## src/rtl/psum_drain.sv

```systemverilog
// rtl/psum_drain.sv - drains a contiguous run of psum BRAM entries onto an AXI4-Stream master
//
// Ports:
//   clk, rst_n                  rising-edge clock, synchronous active-low reset
//   start, start_addr,          one-cycle request (IDLE only), first address,
//   num_words, relu_en          entry count (clamped to DEPTH), per-lane ReLU enable
//   busy, done                  transfer in progress / one-cycle completion pulse
//   bram_en, bram_addr,         BRAM read port; bram_dout is valid the cycle
//   bram_dout                   after bram_en
//   m_axis_tdata/tvalid/        stream master toward the output DMA,
//   tready/tlast                tlast on the final entry
module psum_drain #(
  parameter int DATA_WIDTH = 128,
  parameter int ADDR_WIDTH = 9,
  parameter int DEPTH      = 324,
  parameter int LANE_WIDTH = 16
) (
  input  logic                  clk,
  input  logic                  rst_n,
  input  logic                  start,
  input  logic [ADDR_WIDTH-1:0] start_addr,
  input  logic [ADDR_WIDTH:0]   num_words,
  input  logic                  relu_en,
  output logic                  busy,
  output logic                  done,
  output logic                  bram_en,
  output logic [ADDR_WIDTH-1:0] bram_addr,
  input  logic [DATA_WIDTH-1:0] bram_dout,
  output logic [DATA_WIDTH-1:0] m_axis_tdata,
  output logic                  m_axis_tvalid,
  input  logic                  m_axis_tready,
  output logic                  m_axis_tlast
);

  localparam int LANES = DATA_WIDTH / LANE_WIDTH;
  localparam logic [ADDR_WIDTH:0]   DEPTH_N   = (ADDR_WIDTH+1)'(DEPTH);
  localparam logic [ADDR_WIDTH-1:0] LAST_ADDR = ADDR_WIDTH'(DEPTH - 1);

  typedef enum logic [1:0] {S_IDLE, S_RUN, S_FLUSH, S_DONE} state_t;

  state_t                state, state_nxt;
  logic [ADDR_WIDTH:0]   reads_left;
  logic                  relu_q;
  logic                  rd_pending;
  logic                  rd_pending_last;

  // Two-slot shift FIFO: slot0 is always the head, so the stream outputs
  // come straight from registers.
  logic [DATA_WIDTH-1:0] slot0_data, slot1_data;
  logic                  slot0_last, slot1_last;
  logic [1:0]            fifo_cnt;

  logic                  pop;
  logic                  issue;
  logic                  issue_last;
  logic [2:0]            occ;
  logic [ADDR_WIDTH:0]   words_clamped;
  logic [DATA_WIDTH-1:0] wr_data;
  logic [ADDR_WIDTH-1:0] addr_next;

  assign words_clamped = (num_words > DEPTH_N) ? DEPTH_N : num_words;

  assign m_axis_tvalid = (fifo_cnt != 2'd0);
  assign m_axis_tdata  = slot0_data;
  // slot0_last can be stale once the FIFO empties, so gate it with valid.
  assign m_axis_tlast  = m_axis_tvalid & slot0_last;
  assign pop           = m_axis_tvalid & m_axis_tready;

  // Occupancy counts the read in flight and credits this cycle's pop, so
  // the FIFO can never be asked to hold a third entry.
  assign occ        = 3'(fifo_cnt) + 3'(rd_pending) - 3'(pop);
  assign issue      = (state == S_RUN) && (reads_left != '0) && (occ < 3'd2);
  assign issue_last = issue && (reads_left == (ADDR_WIDTH+1)'(1));

  assign bram_en   = issue;
  assign addr_next = (bram_addr == LAST_ADDR) ? '0 : bram_addr + ADDR_WIDTH'(1);

  assign busy = (state == S_RUN) || (state == S_FLUSH);
  assign done = (state == S_DONE);

  always_comb begin
    wr_data = bram_dout;
    if (relu_q) begin
      for (int l = 0; l < LANES; l++) begin
        if (bram_dout[l*LANE_WIDTH + LANE_WIDTH - 1]) begin
          wr_data[l*LANE_WIDTH +: LANE_WIDTH] = '0;
        end
      end
    end
  end

  always_comb begin
    state_nxt = state;
    unique case (state)
      S_IDLE: begin
        if (start) begin
          state_nxt = (words_clamped == '0) ? S_DONE : S_RUN;
        end
      end
      S_RUN: begin
        if (issue_last) begin
          state_nxt = S_FLUSH;
        end
      end
      S_FLUSH: begin
        if (pop && slot0_last) begin
          state_nxt = S_DONE;
        end
      end
      S_DONE: begin
        state_nxt = S_IDLE;
      end
      default: begin
        state_nxt = S_IDLE;
      end
    endcase
  end

  always_ff @(posedge clk) begin
    if (!rst_n) begin
      state           <= S_IDLE;
      bram_addr       <= '0;
      reads_left      <= '0;
      relu_q          <= 1'b0;
      rd_pending      <= 1'b0;
      rd_pending_last <= 1'b0;
      slot0_data      <= '0;
      slot1_data      <= '0;
      slot0_last      <= 1'b0;
      slot1_last      <= 1'b0;
      fifo_cnt        <= 2'd0;
    end else begin
      state           <= state_nxt;
      rd_pending      <= issue;
      rd_pending_last <= issue_last;

      if ((state == S_IDLE) && start) begin
        bram_addr  <= start_addr;
        reads_left <= words_clamped;
        relu_q     <= relu_en;
      end else if (issue) begin
        bram_addr  <= addr_next;
        reads_left <= reads_left - (ADDR_WIDTH+1)'(1);
      end

      case ({rd_pending, pop})
        2'b10: begin
          if (fifo_cnt == 2'd0) begin
            slot0_data <= wr_data;
            slot0_last <= rd_pending_last;
          end else begin
            slot1_data <= wr_data;
            slot1_last <= rd_pending_last;
          end
          fifo_cnt <= fifo_cnt + 2'd1;
        end
        2'b01: begin
          slot0_data <= slot1_data;
          slot0_last <= slot1_last;
          fifo_cnt   <= fifo_cnt - 2'd1;
        end
        2'b11: begin
          if (fifo_cnt == 2'd1) begin
            slot0_data <= wr_data;
            slot0_last <= rd_pending_last;
          end else begin
            slot0_data <= slot1_data;
            slot0_last <= slot1_last;
            slot1_data <= wr_data;
            slot1_last <= rd_pending_last;
          end
        end
        default: begin
        end
      endcase
    end
  end

endmodule

```

## config.mk

```make
export PLATFORM = sky130hd
export DESIGN_NAME = psum_drain
export DESIGN_NICKNAME = d
export VERILOG_FILES = /design/src/rtl/psum_drain.sv
export SDC_FILE = /design/constraint.sdc
export NUM_CORES = 1
export LEC_CHECK = 0
export ABC_AREA = 1
export BUFFER_PORTS_ARGS = -buffer_cell sky130_fd_sc_hd__clkbuf_2
export CAP_MARGIN = 20
export CORE_UTILIZATION = 48
export DETAILED_ROUTE_END_ITERATION = 12
export GPL_ROUTABILITY_DRIVEN = 0
export PLACE_DENSITY = 0.78
export SLEW_MARGIN = 10
export SYNTH_ARGS = -nofsm -noshare
export SYNTH_HDL_FRONTEND = slang
export SYNTH_SLANG_ARGS = --single-unit
```

## constraint.sdc

```tcl
create_clock -name clk -period 2.7 [get_ports clk]
set_clock_uncertainty 0.05 [all_clocks]
set_input_delay 0.54 -clock clk [delete_from_list [all_inputs] [get_ports clk]]
set_output_delay 0.54 -clock clk [all_outputs]
set_load 0.05 [all_outputs]
```

==> results.yml <==
synth:
  synth.cells.most_frequent: "sky130_fd_sc_hd__a21oi_1, sky130_fd_sc_hd__dfxtp_1, sky130_fd_sc_hd__nand2_1"
  synthMuxAreaShare_pct: 0
  synth_cell_types: 33
  yosys.area_share.adder_pct: 1.504
  yosysTopAreaCell: "sky130_fd_sc_hd__dfxtp_1"
  syn-num-nets: 1780
  flops_latches_synth: 284
  main_combinational_cell_family_by_area_after_synthesis: "compound AO/OA/AOI/OAI gates"
  synth_top_area_share_pct: 46.81
  yosys-top-cells-area: "sky130_fd_sc_hd__dfxtp_1, sky130_fd_sc_hd__a21oi_1, sky130_fd_sc_hd__o21ai_0"
  yosys_most_used_dff: "sky130_fd_sc_hd__dfxtp_1"
  compound_gate_fraction_of_synth_area_pct: 29.65
  yosysSeqAreaShare_pct: 46.81
  synth_simple_gate_area_share_pct: 14.66
  yosys_warnings: 0
  post_synth_instance_area_um2: 12150
  syn_inst: 1614
  synth-xor-area-share_pct: 0.5047
  syn_area_per_cell_um2: 7.526
  synth.most_common_cell: "sky130_fd_sc_hd__a21oi_1"
  synth-edff-count: 0
  synthArstFlopShare_pct: 0
routing:
  detailroute.via_count: 12010
  drt-initial-drc-count: 1057
  wl_per_cell_um: 15.24
  drt_pre_antenna_iters: 5
  vias_per_cell: 5.477
  ant_nets: 0
  drt-total-wl_um: 33410
  drt_drc_violations_left: 0
clocking:
  tritoncts.num_buffers: 30
  cts-hold-fix-buffers: 0
  ctsHtreeMaxLevel: 1
  tritoncts_clock_tree: "yes"
  cts.clk_slew.worst_paths_ns: 0.06
  clk_buf_depth: 3
  cts.sinks: 284
  cts_root_buf: "sky130_fd_sc_hd__clkbuf_16"
  clkLatencyLatePin_ns: 0.54
critical_path:
  cp_max_fo: 4
  worst_path_max_delay_cell: "sky130_fd_sc_hd__fa_1"
  timing.critical_path.cells: "inv_2 > ha_4 > inv_6 > nand2_8 > nor2_4 > o21ai_2 > fa_1 > nand2_1 > inv_1 > nand2_1 > nor2_2 > nand2_2 > clkinvlp_4 > buf_12"
  worst-setup-path-type: "flop to output pin"
  timing.critical_path.max_delay_family: "adder cells"
  crit_end_element: "output pin"
  worst_path_largest_cell_delay_ns: 0.49
  crit_arrival_ns: 2.51
  buffering_stage_count_on_the_worst_path_with_inverters_included: 5
  worstSetupStartpointType: "flop"
  cp_data_required_time_ns: 2.11
  crit_path_frequent_cell: "sky130_fd_sc_hd__nand2_1"
global_route:
  grt_usage_pct: 24.73
  grt_max_degree: 99
  grt_antenna_before_repair: 1
  grt.overflow.total: 0
  first_global_vias: 11150
  grt_first_pass_wirelength_um: 54060
layout:
  diodes: 0
  final_cell_count_no_fill: 2192
  postLayoutCoreUtil_pct: 61.38
  fraction_of_final_layout_cells_with_drive_strength_greater_than_1_pct: 23.07
  layout.nets: 2012
  areaGrowthSynthToFinish_pct: 23.98
run_status:
  run_status: "complete, but fails checks"
  violations: "setup timing"
worst_hold_path:
  hold_class: "input pin to flop"
power_and_ir_drop:
  cell_leakage_power_nw: 6.820
  ir_worst_vdd_mv: 0.8444
  cellPowerDensity_nw_per_um2: 1455
timing:
  timing.final.crit_period_ns: 3.096
  maxSlewHeadroom_pct: 56.68
  post_layout_worst_setup_margin_ns: -0.3961
  fmax_mhz: 323.0
  report.final.hold_viol_count: 0
  finalCritPeriodShare_pct: 114.7
  number_of_slew_limit_violations_in_the_final_report: 0
  timing.setup.tns_ns: -0.3961
  grt_setup_unrepaired: "true"
  setup_viol: 1
  transition_time_of_the_tightest_slew_check_pin_ns: 0.6498
floorplanning:
  die-area_um2: 25950
  chipHeight_um: 161.1
  fp.dieW_um: 161.1
  effective_utilization_at_floorplan_pct: 49.51
  design.portCount: 294
  floorplan.rows: 57
  core-area_um2: 24530
flow_run:
  cap_violations: 0
placement:
  placed_cells: 2129
  port-buffer-count: 293
  post-dp-hpwl_um: 21360
  post-place-ws_ns: -0.05896
sequential cells by signal (all words and copies together), names as in the netlist:
| signal | cells |
|---|---|
| m_axis_tdata | 128 |
| slot1_data | 128 |
| rd_pending_last | 1 |
| slot1_last | 1 |
| relu_q | 1 |
| reads_left | 10 |
| state | 2 |
| bram_addr | 9 |
| fifo_cnt | 2 |
| rd_pending | 1 |
| slot0_last | 1 |
cells by family after synthesis:
group	after synthesis
flip-flops	284
AO/OA/AOI/OAI	669
AND/OR/NAND/NOR	455
buffers and inverters	185
adder cells (fa/ha/maj)	14
XOR/XNOR	7
worst reg2reg max path: stages, from the launching register on:
cell and delay (ns):
sky130_fd_sc_hd__dfxtp_2 0.33, sky130_fd_sc_hd__inv_2 0.06, sky130_fd_sc_hd__ha_4 0.17, sky130_fd_sc_hd__inv_6 0.07
sky130_fd_sc_hd__nand2_8 0.06, sky130_fd_sc_hd__nor2_4 0.11, sky130_fd_sc_hd__o21ai_2 0.07, sky130_fd_sc_hd__fa_1 0.49
sky130_fd_sc_hd__nand2_1 0.06, sky130_fd_sc_hd__inv_1 0.06, sky130_fd_sc_hd__nand2_1 0.06, sky130_fd_sc_hd__nor2_2 0.13
sky130_fd_sc_hd__nand2_2 0.09, sky130_fd_sc_hd__buf_4 0.16, sky130_fd_sc_hd__nand2_4 0.10, sky130_fd_sc_hd__clkinvlp_2 0.18
sky130_fd_sc_hd__nand2_1 0.10, sky130_fd_sc_hd__a31oi_1 0.07
power breakdown:
group          internal [mW]  switching [mW]  leakage [nW]  total, mW
registers               5.87           0.921          2.32       6.79
clock network           2.87            1.69         0.539       4.55
logic                   2.82            7.75          3.96       10.6
total                   11.6            10.4          6.82       21.9
per-stage QoR:
step	power, mW	hold slack (ns)	area, µm²
finish	21.92	0.2002	15060
CTS	21.83	0.1742	14950
global placement	16.89	0.4025	13820
global route	23.21	0.1977	15060
floorplan	14.60	0.3739	12160
detailed placement	17.14	0.4033	13820
cells in the final DEF (no fill, tap or decap), drive strengths merged:
cell	n
nand3	21
clkbuf	331
ha	13
a31oi	3
nand2	233
a22oi	1
nor3b	1
nand3b	1
o21bai	8
or2	1
dfxtp	284
clkinv	7
a211oi	28
nand4	6
nor2	189
bufinv	7
inv	54
nor3	3
xnor2	2
buf	36
o21ai	265
a21oi	363
clkinvlp	4
xor2	5
o211a	1
fa	1
layout make-up:
| class | count | area, µm² |
|---|---|---|
| clock buffers | 40 | 849.6 |
| clock inverters | 14 | 251.5 |
| fillers | 2252 | 9474 |
| inverters | 57 | 231.5 |
| multi-input cells | 1145 | 5690 |
| flip-flops and latches | 284 | 5688 |
| well taps | 324 | 405.4 |
| repair buffers | 327 | 1938 |
| repair inverters | 1 | 5.005 |
routing by layer:
layer	global-route usage [%]	part of all wire (%)
met1	31.41	42
met4	9.262	3.6
met2	40.99	47
met3	5.444	7.2
met5	0	0
worst paths after layout:
kind	startpoint	endpoint	slack, ns	cells after the start
min reg2reg	slot1_last	slot0_last	0.41	2
max reg2reg	fifo_cnt[0]	bram_addr[3]	0.17	17
max	fifo_cnt[0]	bram_en	-0.40	14
min	bram_dout[42]	slot1_data[42]	0.20	3
what timing repair did:
action / CTS / global route
pin swaps: 1 / 4
setup endpoints to repair: 10 / 17
cloned: 0 / 1
gates resized for setup: 6 / 11
buffers inserted: 2 / 5
Note: power is estimated with default switching activity, not from simulation.
